--- src/rtl/mac_stream_accumulator.sv ---
// Purpose: sequences 4-lane x/w beats onto an external MAC wrapper and accumulates its sums into dot products.
// Latency: a beat issues one cycle after accept; a last beat accepted at edge t gives out_valid after edge t+1.
// Backpressure: in_ready drops for one cycle after every last beat and while a held result waits on out_ready.
module mac_stream_accumulator #(
    parameter int bw      = 4,
    parameter int psum_bw = 16
) (
    input  logic                 clk,
    input  logic                 reset,
    input  logic                 in_valid,
    output logic                 in_ready,
    input  logic [4*bw-1:0]      in_x,
    input  logic [4*bw-1:0]      in_w,
    input  logic                 in_last,
    output logic [4*bw-1:0]      mac_x,
    output logic [4*bw-1:0]      mac_w,
    output logic [psum_bw-1:0]   mac_psum,
    input  logic [psum_bw-1:0]   mac_sum,
    output logic                 out_valid,
    input  logic                 out_ready,
    output logic [psum_bw-1:0]   out_data,
    output logic [7:0]           out_len
);

    localparam int         LANES   = 4;
    localparam logic [7:0] LEN_MAX = 8'hFF;

    // One beat as held in the issue stage: operands plus its end-of-vector marker.
    typedef struct packed {
        logic                last;
        logic [LANES*bw-1:0] x;
        logic [LANES*bw-1:0] w;
    } beat_t;

    beat_t              iss_beat;
    logic               iss_valid;
    logic [psum_bw-1:0] acc;
    logic [7:0]         beat_cnt;

    logic               iss_last_pending;
    logic               in_fire;
    logic               out_fire;
    logic               iss_accum;
    logic               iss_finish;
    logic [7:0]         beat_cnt_inc;

    // Handshake decode and the saturating beat count seen by the issuing beat.
    always_comb begin
        iss_last_pending = iss_valid && iss_beat.last;
        // A pending last beat will write the result buffer next edge, so hold
        // input off for that cycle; also never accept while a result is stuck.
        in_ready         = !iss_last_pending && (!out_valid || out_ready);
        in_fire          = in_valid && in_ready;
        out_fire         = out_valid && out_ready;
        iss_accum        = iss_valid && !iss_beat.last;
        iss_finish       = iss_valid && iss_beat.last;
        beat_cnt_inc     = (beat_cnt == LEN_MAX) ? LEN_MAX : (beat_cnt + 8'd1);
    end

    assign mac_x    = iss_beat.x;
    assign mac_w    = iss_beat.w;
    assign mac_psum = acc;

    // Accept stage: capture the beat into the issue register on a handshake.
    always_ff @(posedge clk or negedge reset) begin
        if (!reset) begin
            iss_beat  <= '0;
            iss_valid <= 1'b0;
        end else begin
            iss_valid <= in_fire;
            if (in_fire) begin
                iss_beat.x    <= in_x;
                iss_beat.w    <= in_w;
                iss_beat.last <= in_last;
            end
        end
    end

    // Issue stage: fold the wrapper's sum back into the accumulator, or clear it at vector end.
    always_ff @(posedge clk or negedge reset) begin
        if (!reset) begin
            acc      <= '0;
            beat_cnt <= '0;
        end else if (iss_accum) begin
            acc      <= mac_sum;
            beat_cnt <= beat_cnt_inc;
        end else if (iss_finish) begin
            acc      <= '0;
            beat_cnt <= '0;
        end
    end

    // Result buffer: a new result overrides a simultaneous consume.
    always_ff @(posedge clk or negedge reset) begin
        if (!reset) begin
            out_valid <= 1'b0;
            out_data  <= '0;
            out_len   <= '0;
        end else if (iss_finish) begin
            out_valid <= 1'b1;
            out_data  <= mac_sum;
            out_len   <= beat_cnt_inc;
        end else if (out_fire) begin
            out_valid <= 1'b0;
        end
    end

endmodule

--- config.mk ---
export PLATFORM = sky130hd
export DESIGN_NAME = mac_stream_accumulator
export DESIGN_NICKNAME = d
export VERILOG_FILES = /design/src/rtl/mac_stream_accumulator.sv
export SDC_FILE = /design/constraint.sdc
export NUM_CORES = 1
export LEC_CHECK = 0
export ABC_AREA = 1
export BUFFER_PORTS_ARGS = -buffer_cell sky130_fd_sc_hd__buf_2
export CAP_MARGIN = 10
export CELL_PAD_IN_SITES_DETAIL_PLACEMENT = 1
export CELL_PAD_IN_SITES_GLOBAL_PLACEMENT = 2
export CORE_UTILIZATION = 31
export DETAILED_ROUTE_END_ITERATION = 7
export HOLD_SLACK_MARGIN = 0.1
export PLACE_DENSITY = 0.9
export RECOVER_POWER = 50
export SLEW_MARGIN = 20
export SYNTH_ARGS = -nofsm -noshare
export SYNTH_HDL_FRONTEND = slang
export SYNTH_SLANG_ARGS = --single-unit
--- constraint.sdc ---
create_clock -name clk -period 2 [get_ports clk]
set_input_delay 0.2 -clock clk [delete_from_list [all_inputs] [get_ports clk]]
set_output_delay 0.2 -clock clk [all_outputs]
set_load 0.02 [all_outputs]
==> metrics.md, run 1 <==
| Metric | Value |
|---|---|
| Kind of path behind the tightest hold check | in2reg |
| Simple-gate share of the synthesized area | 23.0% |
| Fin Clk Skew | 0.00757 ns |
| Number of pins with negative max-slew slack in the final report | 0 |
| Number of standard cells after synthesis | 403 |
| Dominant combinational cell family by area after synthesis | simple AND/OR/NAND/NOR gates |
| Maximum number of pins on one net before global-route repair | 45 |
| Vias | 3005 |
| Cells resized by post-CTS repair | 0 |
| Min-delay src | mac_sum[7] |
| Die outline area | 12100 um2 |
| Netlist area before placement | 3610 um2 |
| Y dimension of the die | 110 um |
| Flops & latches, synth | 83 |
| Placer's final routability congestion estimate | 0.735 |
| Count of buffers inserted at the top-level ports | 126 |
| Final Instance Area | 4680 um2 |
| Mean routed wirelength per cell | 13.9 um |
| Die Width | 110 um |
| Maximum clock frequency | 0.651 GHz |
| Capturing element type of the critical path | async pin |
| Pre-CTS setup slack | 0.536 ns |
| End of the worst register-to-register path | mac_w[13] |
| Antenna-violating nets left | 0 |
| Vias/cell | 4.41 |
| Bufs on Longest Clock Path | 2 |
| Area share of the largest cell type after synthesis | 57.6% |
| Period utilization | 76.8% |
| Worst-skew pair later-pin latency | 0.33 ns |
| Final hold viol count | 0 |
| Total CTS buffers | 9 |
| Area Overhead vs Synth | 29.7% |
| Clock Sinks | 83 |
| Sum of overflow across all layers after global routing | 0 |
| Status | finished clean |
| Fraction of synthesized cell area in xor and xnor cells | 0.243% |
| Number of unique standard cell types used by synthesis | 25 |
| Worst reg2reg startpoint | iss_beat[32] |
| Cell area power density | 1280 nW/um2 |
| Final Worst Setup Slack | 0.464 ns |
| Sum of net half-perimeters after detailed placement | 6200 um |
| Cell area after placement | 4110 um2 |
| Signal arrival time at the worst endpoint | 1.85 ns |
| Detailed-route wire length | 9450 um |
| Number of antenna cells inserted | 0 |
| Layout cell share with drive strength beyond 1 | 22.8% |
| Initial cell density of the core | 31.7% |
| Wire length of the first global-routing pass | 15400 um |
| Hold Path Stages | 3 |
| Via count of the first global-routing pass | 3173 |
| End point of the worst hold path | mac_psum[7] |
| Worst slew pin tran | 0.982 ns |
| Io pins | 127 |
| Reg2Reg Setup Slack | 0.50 ns |
| Multiplexer fraction of the synthesized cell area | 0% |
| Final setup violation count | 0 |
| Cell type contributing the most total cell area after synthesis | dfrtp_1 |
| Row Count | 39 |
| Total DRC errors in the routed layout | 0 |
| Register clock-pin slew on the reported worst setup and hold paths | 0.06 ns |
| Overall routing resource usage | 16.8% |
| Headroom to the max-slew limit | 34.5% |
| Required time at the endpoint of the critical path | 2.31 ns |
| Worst vdd rail ir drop | 0.463 mV |
| Power consumption | 5980 uW |
| Count of TritonRoute iterations in the first routing pass | 4 |
| Synthesized-area fraction occupied by ao, oa, aoi and oai cells | 5.45% |
| Detailed router's first-iteration violation count | 93 |
| Adder-cell share of the synthesized area | 0.347% |
| Sequential-to-total area share from yosys stat | 57.6% |
| Total nets after synthesis | 457 |
| Initial antenna violation count | 0 |
| Max Cap Violations | 0 |
| Final nets | 588 |
| Biggest area contributors in the synthesized netlist | dfrtp_1 58%, nand2_1 19%, buf_4 6.9% |
| CTS tree | built |
| Critical-path maximum fanout | 23 |
| Kind of critical path | in2async |
| Core Area | 11400 um2 |
| Total number of yosys warnings | 0 |
| Clock root cell | clkbuf_16 |
| Final worst path period need | 1.54 ns |
| Sum Neg Setup Slack | 0 ns |
| Number of levels the H-tree was split into | 3 |
| Cell leakage power | 0.00251 uW |
| Startpoint class of the critical path | input pin |
| Average cell area after synthesis | 8.95 um2 |
| Unrepaired setup endpoints after global routing | false |
| Worst reg-to-reg path cell count | 7 |
-- kinds of logic after synthesis --
group	after synthesis
buf+inv	75
fa+ha+maj	1
simple gates	205
flops	83
compound gates	38
xor+xnor	1
-- per-layer routing --
metal  track usage (%)  vias up  wire length [um]
met1              20.7     1449              4230
met2              28.9       87              4690
met4              4.19        0                61
li1                  -     1463                 -
met5                 0        -                 0
met3              4.51        6               469
-- power by group --
part           switching [uW]  total [uW]  internal [uW]  leakage [uW]
Clock                     695        1550            857      0.000135
Sequential                307        2480           2170       0.00105
Combinational            1350        1950            599       0.00133
-- how the worst max path moves through the flow --
stage	start	endpoint	slack, ns	cells after the start
5_1_grt	reset	mac_psum[12]	0.22	3
3_5_place_dp	iss_beat[32]	mac_w[13]	0.54	7
6_report	reset	mac_psum[12]	0.46	3
4_1_cts	beat_cnt[0]	out_len[7]	0.53	7
2_1_floorplan	beat_cnt[0]	out_len[3]	0.80	7
3_3_place_gp	iss_beat[32]	iss_beat[32]	0.60	7
-- stage by stage --
step           std cells  hold WS [ns]  util (%)
3_5_place_dp         632         0.127      36.1
4_1_cts              682         0.125      41.6
5_1_grt              682         0.128      41.1
3_3_place_gp         632         0.129      36.1
6_report             682         0.131      41.1
2_1_floorplan        403       -0.0956         -
-- cells in the mapped netlist --
cell type  number
nand2_2         4
or2_2           1
xor2_1          1
nand3_2         1
a31oi_1         2
inv_1          25
nor2_4          1
inv_6           1
dfrtp_1        83
buf_4          33
nor2_1          6
nor2_2          1
o21ai_2         1
ha_1            1
o21ai_0        31
inv_2           2
buf_6           9
nand2_4         1
o21ai_1         4
clkinv_1        1
nand3_1         7
nand2_8         1
inv_4           1
nand2_1       182
clkbuf_1        3
-- sequential cells by signal, indices dropped and copies added (netlist names) --
name,count
mac_w,16
beat_cnt,8
out_data,16
iss_valid,1
mac_psum,16
out_len,8
out_valid,1
mac_x,16
iss_beat,1
-- timing repair --
item,in CTS,in global routing
endpoints found under the hold margin,54,0
buffers inserted,0,0
hold buffers,34,0
-- layout by cell type, fill, tap and decap left out --
| master | n |
|---|---|
| xor2_1 | 1 |
| nor2_4 | 1 |
| o21ai_2 | 1 |
| nand3_1 | 7 |
| o21ai_1 | 4 |
| nand2_1 | 183 |
| buf_4 | 4 |
| dfrtp_1 | 83 |
| nand3_2 | 1 |
| inv_2 | 2 |
| inv_6 | 2 |
| dlygate4sd3_1 | 34 |
| a31oi_1 | 2 |
| buf_12 | 1 |
| inv_1 | 25 |
| clkbuf_16 | 9 |
| clkinv_2 | 1 |
| buf_2 | 89 |
| inv_4 | 1 |
| clkbuf_1 | 38 |
| or2_2 | 1 |
| clkinv_4 | 2 |
| inv_8 | 1 |
| nand2_2 | 3 |
| ha_1 | 1 |
| clkinvlp_4 | 1 |
| clkinv_1 | 1 |
| nor2_1 | 6 |
| nand2_8 | 1 |
| o21ai_0 | 31 |
| nand2_4 | 1 |
| nor2_2 | 1 |
-- worst max-delay path, cell delays in order --
cell and delay [ns]:
dlygate4sd3_1 0.53, buf_4 0.32, clkbuf_1 0.78
-- cell type report --
cell class	instances	area, um2
clock buffer	10	229
clock inverter	6	50.0
fill	1373	6690
inverter	30	120
multi-input combinational	245	1050
sequential	83	2080
tap	143	179
timing repair buffer	165	975
(Power assumes the default switching activity.)
==> run 2: changes to the inputs <==
ABC_AREA = 0   (was 1)
PLACE_DENSITY = 0.84   (was 0.9)
clock period = 1.6 ns   (was 2 ns; I/O delays follow)
==> run 2 against run 1 <==
Against the previous run:
- the run now ends with design-rule violations left
- flip-flop and latch count unchanged
- worst setup slack got worse by 0.37 ns
- clock-buffer cell count increased by 3
- via count decreased by 2.7%
- utilization increased by 3.1 points
==> metrics.md, run 2 <==
| Metric | Value |
|---|---|
| Clock root cell | clkbuf_16 (unchanged) |
| Max Cap Violations | 0 (unchanged) |
| Required time at the endpoint of the critical path | 1.44 ns (was 2.31 ns) |
| Worst reg2reg startpoint | iss_valid (was iss_beat[32]) |
| Most heavily used metal layer in global routing | met2 (unchanged) |
| Register clock-pin slew on the reported worst setup and hold paths | 0.06 ns (about the same) |
| Critical-path maximum fanout | 16 (was 23) |
| Cell leakage power | 0.00252 uW (was 0.00251 uW) |
| Final hold viol count | 0 (unchanged) |
| Mean routed wirelength per cell | 15.6 um (was 13.9 um) |
| Launching instance or port of the critical path | iss_valid (was reset) |
| Area Overhead vs Synth | 36.2% (was 29.7%) |
| Sum of net half-perimeters after detailed placement | 6340 um (was 6200 um) |
| Share of flip-flops with an asynchronous set or reset | 100% (unchanged) |
| Final nets | 540 (was 588) |
| Kind of path behind the tightest hold check | in2async (was in2reg) |
| Primary flip-flop cell chosen by synthesis mapping | dfrtp_1 (unchanged) |
| Kind of critical path | reg2out (was in2async) |
| Number of flops mapped to enable cells by yosys | 0 (unchanged) |
| Count of TritonRoute iterations in the first routing pass | 6 (was 4) |
| Headroom to the max-slew limit | 44.9% (was 34.5%) |
| Violated checks | design-rule violations |
| Die Width | 112 um (was 110 um) |
| Worst vdd rail ir drop | 0.615 mV (was 0.463 mV) |
| Detailed-route wire length | 9870 um (was 9450 um) |
| Period utilization | 94.2% |
| Capturing element type of the critical path | output pin (was async pin) |
| Startpoint class of the critical path | flop (was input pin) |
| Biggest area contributors in the synthesized netlist | dfrtp_1 55%, mux2_4 12%, buf_4 6.4% (was dfrtp_1 58%, nand2_1 19%, buf_4 6.9%) |
| Vias | 2925 (was 3005) |
| Worst slew pin tran | 0.827 ns (was 0.982 ns) |
| Met3 Resource Use GR | 3.62% (was 4.51%) |
| Power consumption | 8550 uW (was 5980 uW) |
| Total DRC errors in the routed layout | 6 (was 0) |
| Most frequent cells in the layout | 94 x buf_2, 83 x dfrtp_1, 61 x nand2_1 (was 183 x nand2_1, 89 x buf_2, 83 x dfrtp_1) |
| Final core utilization | 44.2% (was 41.1%) |
| Row Count | 39 (unchanged) |
| Sum Neg Setup Slack | 0 ns (unchanged) |
| Unrepaired setup endpoints after global routing | false (unchanged) |
| Worst-skew pair later-pin latency | 0.34 ns (was 0.33 ns) |
| Global-route track usage on met1 | 18.8% (was 20.7%) |
| Area share of the largest cell type after synthesis | 55.1% (was 57.6%) |
| Maximum number of pins on one net before global-route repair | 48 (was 45) |
| Bufs on Longest Clock Path | 2 (unchanged) |
| End of the worst register-to-register path | mac_w[10] (was mac_w[13]) |
| Flops & latches, synth | 83 (unchanged) |
| Initial antenna violation count | 0 (unchanged) |
| Y dimension of the die | 112 um (was 110 um) |
| Reg2Reg Setup Slack | 0.15 ns (was 0.50 ns) |
| Final worst path period need | 1.51 ns |
| Clock Sinks | 83 (unchanged) |
| Io pins | 127 (unchanged) |
| Die outline area | 12600 um2 (was 12100 um2) |
| Number of unique standard cell types used by synthesis | 35 (was 25) |
| Met2 Usage GRT | 29.5% (was 28.9%) |
| Antenna-violating nets left | 0 (unchanged) |
| Layout cell share with drive strength beyond 1 | 31.4% (was 22.8%) |
| Number of standard cells after synthesis | 336 (was 403) |
| Initial cell density of the core | 32.5% (was 31.7%) |
| Vias/cell | 4.62 (was 4.41) |
| Number of pins with negative max-slew slack in the final report | 0 (unchanged) |
| Cell area power density | 1660 nW/um2 (was 1280 nW/um2) |
| Core Area | 11600 um2 (was 11400 um2) |
| Signal arrival time at the worst endpoint | 1.35 ns (was 1.85 ns) |
| Total nets after synthesis | 390 (was 457) |
| Total CTS buffers | 9 (unchanged) |
| Worst reg-to-reg path cell count | 4 (was 7) |
| Via count of the first global-routing pass | 3232 (was 3173) |
| Wire length of the first global-routing pass | 16000 um (was 15400 um) |
| Netlist area before placement | 3770 um2 (was 3610 um2) |
| Sequential-to-total area share from yosys stat | 55.1% (was 57.6%) |
| Maximum clock frequency | 0.664 GHz |
| CTS tree | built (unchanged) |
| Cell type contributing the most total cell area after synthesis | dfrtp_1 (unchanged) |
| Placer's final routability congestion estimate | 0.751 (was 0.735) |
| Fin Clk Skew | 0.00740 ns (was 0.00757 ns) |
| Most common cell after layout, fill and taps aside | buf_2 (was nand2_1) |
| Number of antenna cells inserted | 0 (unchanged) |
| Cell with the most instances after synthesis | dfrtp_1 (was nand2_1) |
| Average cell area after synthesis | 11.2 um2 (was 8.95 um2) |
| Final setup violation count | 0 (unchanged) |
| Sum of overflow across all layers after global routing | 0 (unchanged) |
| Commonest cells in the synthesized netlist | 83 x dfrtp_1, 62 x nand2_1, 32 x buf_4 (was 182 x nand2_1, 83 x dfrtp_1, 33 x buf_4) |
| Detailed router's first-iteration violation count | 97 (was 93) |
| Status | finished with violations (was finished clean) |
| Total number of yosys warnings | 0 (unchanged) |
| Overall routing resource usage | 16.5% (was 16.8%) |
| Number of levels the H-tree was split into | 3 (unchanged) |
| Post-CTS Setup Bufs | 0 (unchanged) |
| Worst setup path end | in_ready (was mac_psum[12]) |
| Count of buffers inserted at the top-level ports | 126 (unchanged) |
==> run 2: cell types whose count changed after synthesis, sizes merged, moves of 6 or more <==
cell    previous run  this run
nand3              8         1
nand2            188        62
o21ai             36        24
mux2               0        33
a21oi              0         6
inv               29        20
nand3b             0        14
==> run 2: how the worst min path moves through the flow <==
stage | from | endpoint | cells past startpoint
global route | reset | mac_x[4] | 2
floorplan | reset | beat_cnt[0] | 0
global placement | reset | mac_x[4] | 1
detailed placement | reset | mac_x[4] | 1
finish | reset | mac_x[12] | 2
CTS | reset | mac_x[4] | 2
==> run 2: layout make-up <==
cell class	instances	area, um2
clock buffers	13	260
multi-input cells	181	1270
flip-flops and latches	83	2080
inverters	20	75.1
clock inverters	2	35.0
well taps	143	179
repair buffers	191	1240
fillers	1333	6470
==> run 2: kinds of logic after synthesis <==
logic type | synth area share (%)
xor gates and xnor gates | 0.232
AOI/OAI and AO/OA | 7.40
muxes | 12.7
buffers and inverters | 11.4
DFF | 55.1
and+or+nand+nor | 12.8
adders and majority gates | 0.332
==> run 2: per-layer routing <==
layer | up-vias | share of wire [%] | wire length [um]
met5 | - | 0 | 0
met4 | 0 | 1.8 | 177
met3 | 13 | 3.8 | 376
met2 | 68 | 52 | 5160
met1 | 1465 | 42 | 4160
li1 | 1379 | - | -
==> run 2: worst max-delay path, cell delays in order (launching register included) <==
cell and delay [ns]:
dfrtp_1 0.38, nand2_2 0.14, buf_12 0.17, and2_1 0.15
buf_2 0.17
==> run 2: stage by stage <==
step | hold WS [ns] | setup WS, ns | instances | area, um2
detailed placement | -0.0370 | 0.211 | 567 | 4360
floorplan | -0.136 | 0.105 | 336 | 3770
CTS | 0.156 | 0.0250 | 632 | 5170
finish | 0.179 | 0.0932 | 633 | 5140
global placement | -0.0371 | 0.263 | 567 | 4360
global route | 0.175 | 0.00888 | 633 | 5140
==> run 2: timing repair <==
action                                  in CTS  in global routing
hold endpoints to repair                   145                  0
hold buffers                                50                  0
resized for setup                            3                  1
cloned                                       0                  1
endpoints found under the setup margin       1                  1
==> run 2: report_power, final <==
part	total, uW	switching, uW	internal (uW)
Sequential	3230	427	2800
Combinational	3220	1920	1300
Clock	2090	810	1280
==> run 3: changes to the inputs <==
CORE_UTILIZATION = 32   (was 31)
CTS_BUF_LIST = sky130_fd_sc_hd__clkbuf_4   (was unset)
PLACE_DENSITY = 0.87   (was 0.84)
==> run 3 against run 2 <==
Against the previous run:
- the flow now finishes without violations
- cell count is 0.47% higher
- fmax is 0.24% higher
- critical path type is now reg2reg
- clock-buffer cell count is 2 lower
- final area is 2.1% lower
==> metrics.md, run 3 (synthesized netlist as in run 2, its figures left out) <==
| Metric | Value |
|---|---|
| Period utilization | 94.0% (was 94.2%) |
| Sum of overflow across all layers after global routing | 0 (unchanged) |
| Cell area after placement | 4350 um2 (was 4360 um2) |
| Initial cell density of the core | 32.9% (was 32.5%) |
| Critical-path maximum fanout | 11 (was 16) |
| Hold Path Stages | 3 |
| Die Width | 111 um (was 112 um) |
| Kind of path behind the tightest hold check | in2reg (was in2async) |
| Row Count | 39 (unchanged) |
| Overall routing resource usage | 17.2% (was 16.5%) |
| Reg2Reg Setup Slack | 0.1 ns (was 0.15 ns) |
| Vias/cell | 4.62 (about the same) |
| Kind of critical path | reg2reg (was reg2out) |
| Most frequent cells in the layout | 124 x buf_2, 83 x dfrtp_1, 61 x nand2_1 (was 94 x buf_2, 83 x dfrtp_1, 61 x nand2_1) |
| Number of levels the H-tree was split into | 3 (unchanged) |
| Final Worst Setup Slack | 0.0967 ns (was 0.0932 ns) |
| Cell leakage power | 0.00256 uW (was 0.00252 uW) |
| Worst slew pin tran | 1.13 ns (was 0.827 ns) |
| CTS tree | built (unchanged) |
| CP max stage cell | dfrtp_1 (unchanged) |
| Clock root cell | clkbuf_4 (was clkbuf_16) |
| Area Overhead vs Synth | 33.4% (was 36.2%) |
| Wire length of the first global-routing pass | 16500 um (was 16000 um) |
| Sum Neg Setup Slack | 0 ns (unchanged) |
| Placer's final routability congestion estimate | 0.748 (was 0.751) |
| Io pins | 127 (unchanged) |
| Y dimension of the die | 111 um (was 112 um) |
| Final Instance Area | 5030 um2 (was 5140 um2) |
| Worst path max stage delay | 0.41 ns (was 0.38 ns) |
| Unrepaired setup endpoints after global routing | false (unchanged) |
| Count of buffers inserted at the top-level ports | 126 (unchanged) |
| Register clock-pin slew on the reported worst setup and hold paths | 0.12 ns (was 0.06 ns) |
| End of the worst register-to-register path | mac_w[7] (was mac_w[10]) |
| Number of pins with negative max-slew slack in the final report | 0 (unchanged) |
| Power consumption | 7620 uW (was 8550 uW) |
| Startpoint class of the critical path | flop (unchanged) |
| Pre-CTS setup slack | 0.208 ns (was 0.211 ns) |
| Worst hold slack across all endpoints | 0.272 ns (was 0.179 ns) |
| Bufs on Longest Clock Path | 2 (unchanged) |
| Capturing element type of the critical path | flop (was output pin) |
| Final nets | 543 (was 540) |
| Via count of the first global-routing pass | 3174 (was 3232) |
| Total DRC errors in the routed layout | 0 (was 6) |
| Max Cap Violations | 0 (unchanged) |
| Antenna-violating nets left | 0 (unchanged) |
| Worst-skew pair later-pin latency | 0.44 ns (was 0.34 ns) |
| Count of TritonRoute iterations in the first routing pass | 4 (was 6) |
| Worst reg-to-reg path cell count | 5 (was 4) |
| Area used by multi-input combinational logic | 1270 um2 (about the same) |
| Worst vdd rail ir drop | 0.578 mV (was 0.615 mV) |
| Vias | 2940 (was 2925) |
| Final hold viol count | 0 (unchanged) |
| Mean routed wirelength per cell | 15.4 um (was 15.6 um) |
| Headroom to the max-slew limit | 24.8% (was 44.9%) |
| Worst reg2reg startpoint | iss_valid (unchanged) |
| Initial antenna violation count | 0 (unchanged) |
| Critical Path Most Common Cell | buf_4 |
| Final worst path period need | 1.50 ns (was 1.51 ns) |
| Final setup violation count | 0 (unchanged) |
| Min-delay src | in_valid |
| Number of antenna cells inserted | 0 (unchanged) |
| Sum of net half-perimeters after detailed placement | 6010 um (was 6340 um) |
| Most common cell after layout, fill and taps aside | buf_2 (unchanged) |
| Total CTS buffers | 9 (unchanged) |
| Die outline area | 12200 um2 (was 12600 um2) |
| Clock Sinks | 83 (unchanged) |
| Detailed router's first-iteration violation count | 65 (was 97) |
| Core Area | 11500 um2 (was 11600 um2) |
| Detailed-route wire length | 9830 um (was 9870 um) |
| Sequential cell area | 2080 um2 (unchanged) |
| Cells along the critical path | nand2_2 -> buf_4 -> and3_2 -> buf_4 -> mux2_4 (was nand2_2 -> buf_12 -> and2_1 -> buf_2) |
| Layout cell share with drive strength beyond 1 | 38.7% (was 31.4%) |
| Maximum number of pins on one net before global-route repair | 84 (was 48) |
| Fillers | 1299 (was 1333) |
| Status | finished clean (was finished with violations) |
| End point of the worst hold path | iss_valid |
| Signal arrival time at the worst endpoint | 1.84 ns (was 1.35 ns) |
| Maximum clock frequency | 0.665 GHz (was 0.664 GHz) |
| Fin Clk Skew | 0.00841 ns (was 0.00740 ns) |
| Required time at the endpoint of the critical path | 1.93 ns (was 1.44 ns) |
| Cell area power density | 1510 nW/um2 (was 1660 nW/um2) |
-- run 3: changes by cell type in the layout (fill, tap and decap cells not counted), sizes merged --
cell         delta
buf            +34
dlygate4sd3     +1
bufinv          -1
bufbuf          +1
clkbuf         -35
clkinv          +3
-- run 3: cell type report --
cell class                 count  share of cell area, %
sequential                    83                   41.3
timing repair buffer         194                   26.4
multi-input combinational    181                   25.3
tap                          143                   3.56
clock buffer                  11                   1.64
inverter                      20                   1.49
clock inverter                 4                  0.373
-- run 3: routing by layer --
metal  global-route usage (%)  vias up  share of wire (%)
li1                         -     1392                  -
met1                     20.1     1463                 41
met2                     30.7       74                 53
met3                     3.84       11                4.2
met4                     6.40        0                1.6
met5                        0        -                  0
-- run 3: metrics by stage --
step | instances | utilization (%)
floorplan | 336 | -
global placement | 566 | 38.0
detailed placement | 566 | 38.0
CTS | 634 | 43.8
global route | 636 | 43.9
finish | 636 | 43.9
-- run 3: where the power goes --
part           total, uW  internal (uW)  switching (uW)
combinational       3400           1440            1960
clock               1030            335             699
sequential          3180           2790             393
-- run 3: worst max path at each step --
stage,from,to,cells past startpoint
floorplan,beat_cnt[0],out_len[6],5
global placement,beat_cnt[0],out_len[6],4
detailed placement,beat_cnt[2],out_len[5],3
CTS,iss_beat[32],in_ready,4
global route,iss_valid,in_ready,4
finish,iss_valid,mac_w[7],5
-- run 3: worst max-delay path, delay by kind of cell, from the launching register on --
| family | cells | cell delay [ns] |
|---|---|---|
| and+or+nand+nor | 2 | 0.32 |
| DFF | 1 | 0.41 |
| buffers and inverters | 2 | 0.36 |
| muxes | 1 | 0.32 |
-- run 3: what timing repair did --
action	4_1_cts	5_1_grt
gates cloned	1	0
pin swaps	1	1
hold buffers	51	0
buffers inserted	1	2
endpoints found under the setup margin	1	2
hold endpoints to repair	149	0
gates resized for setup	5	3
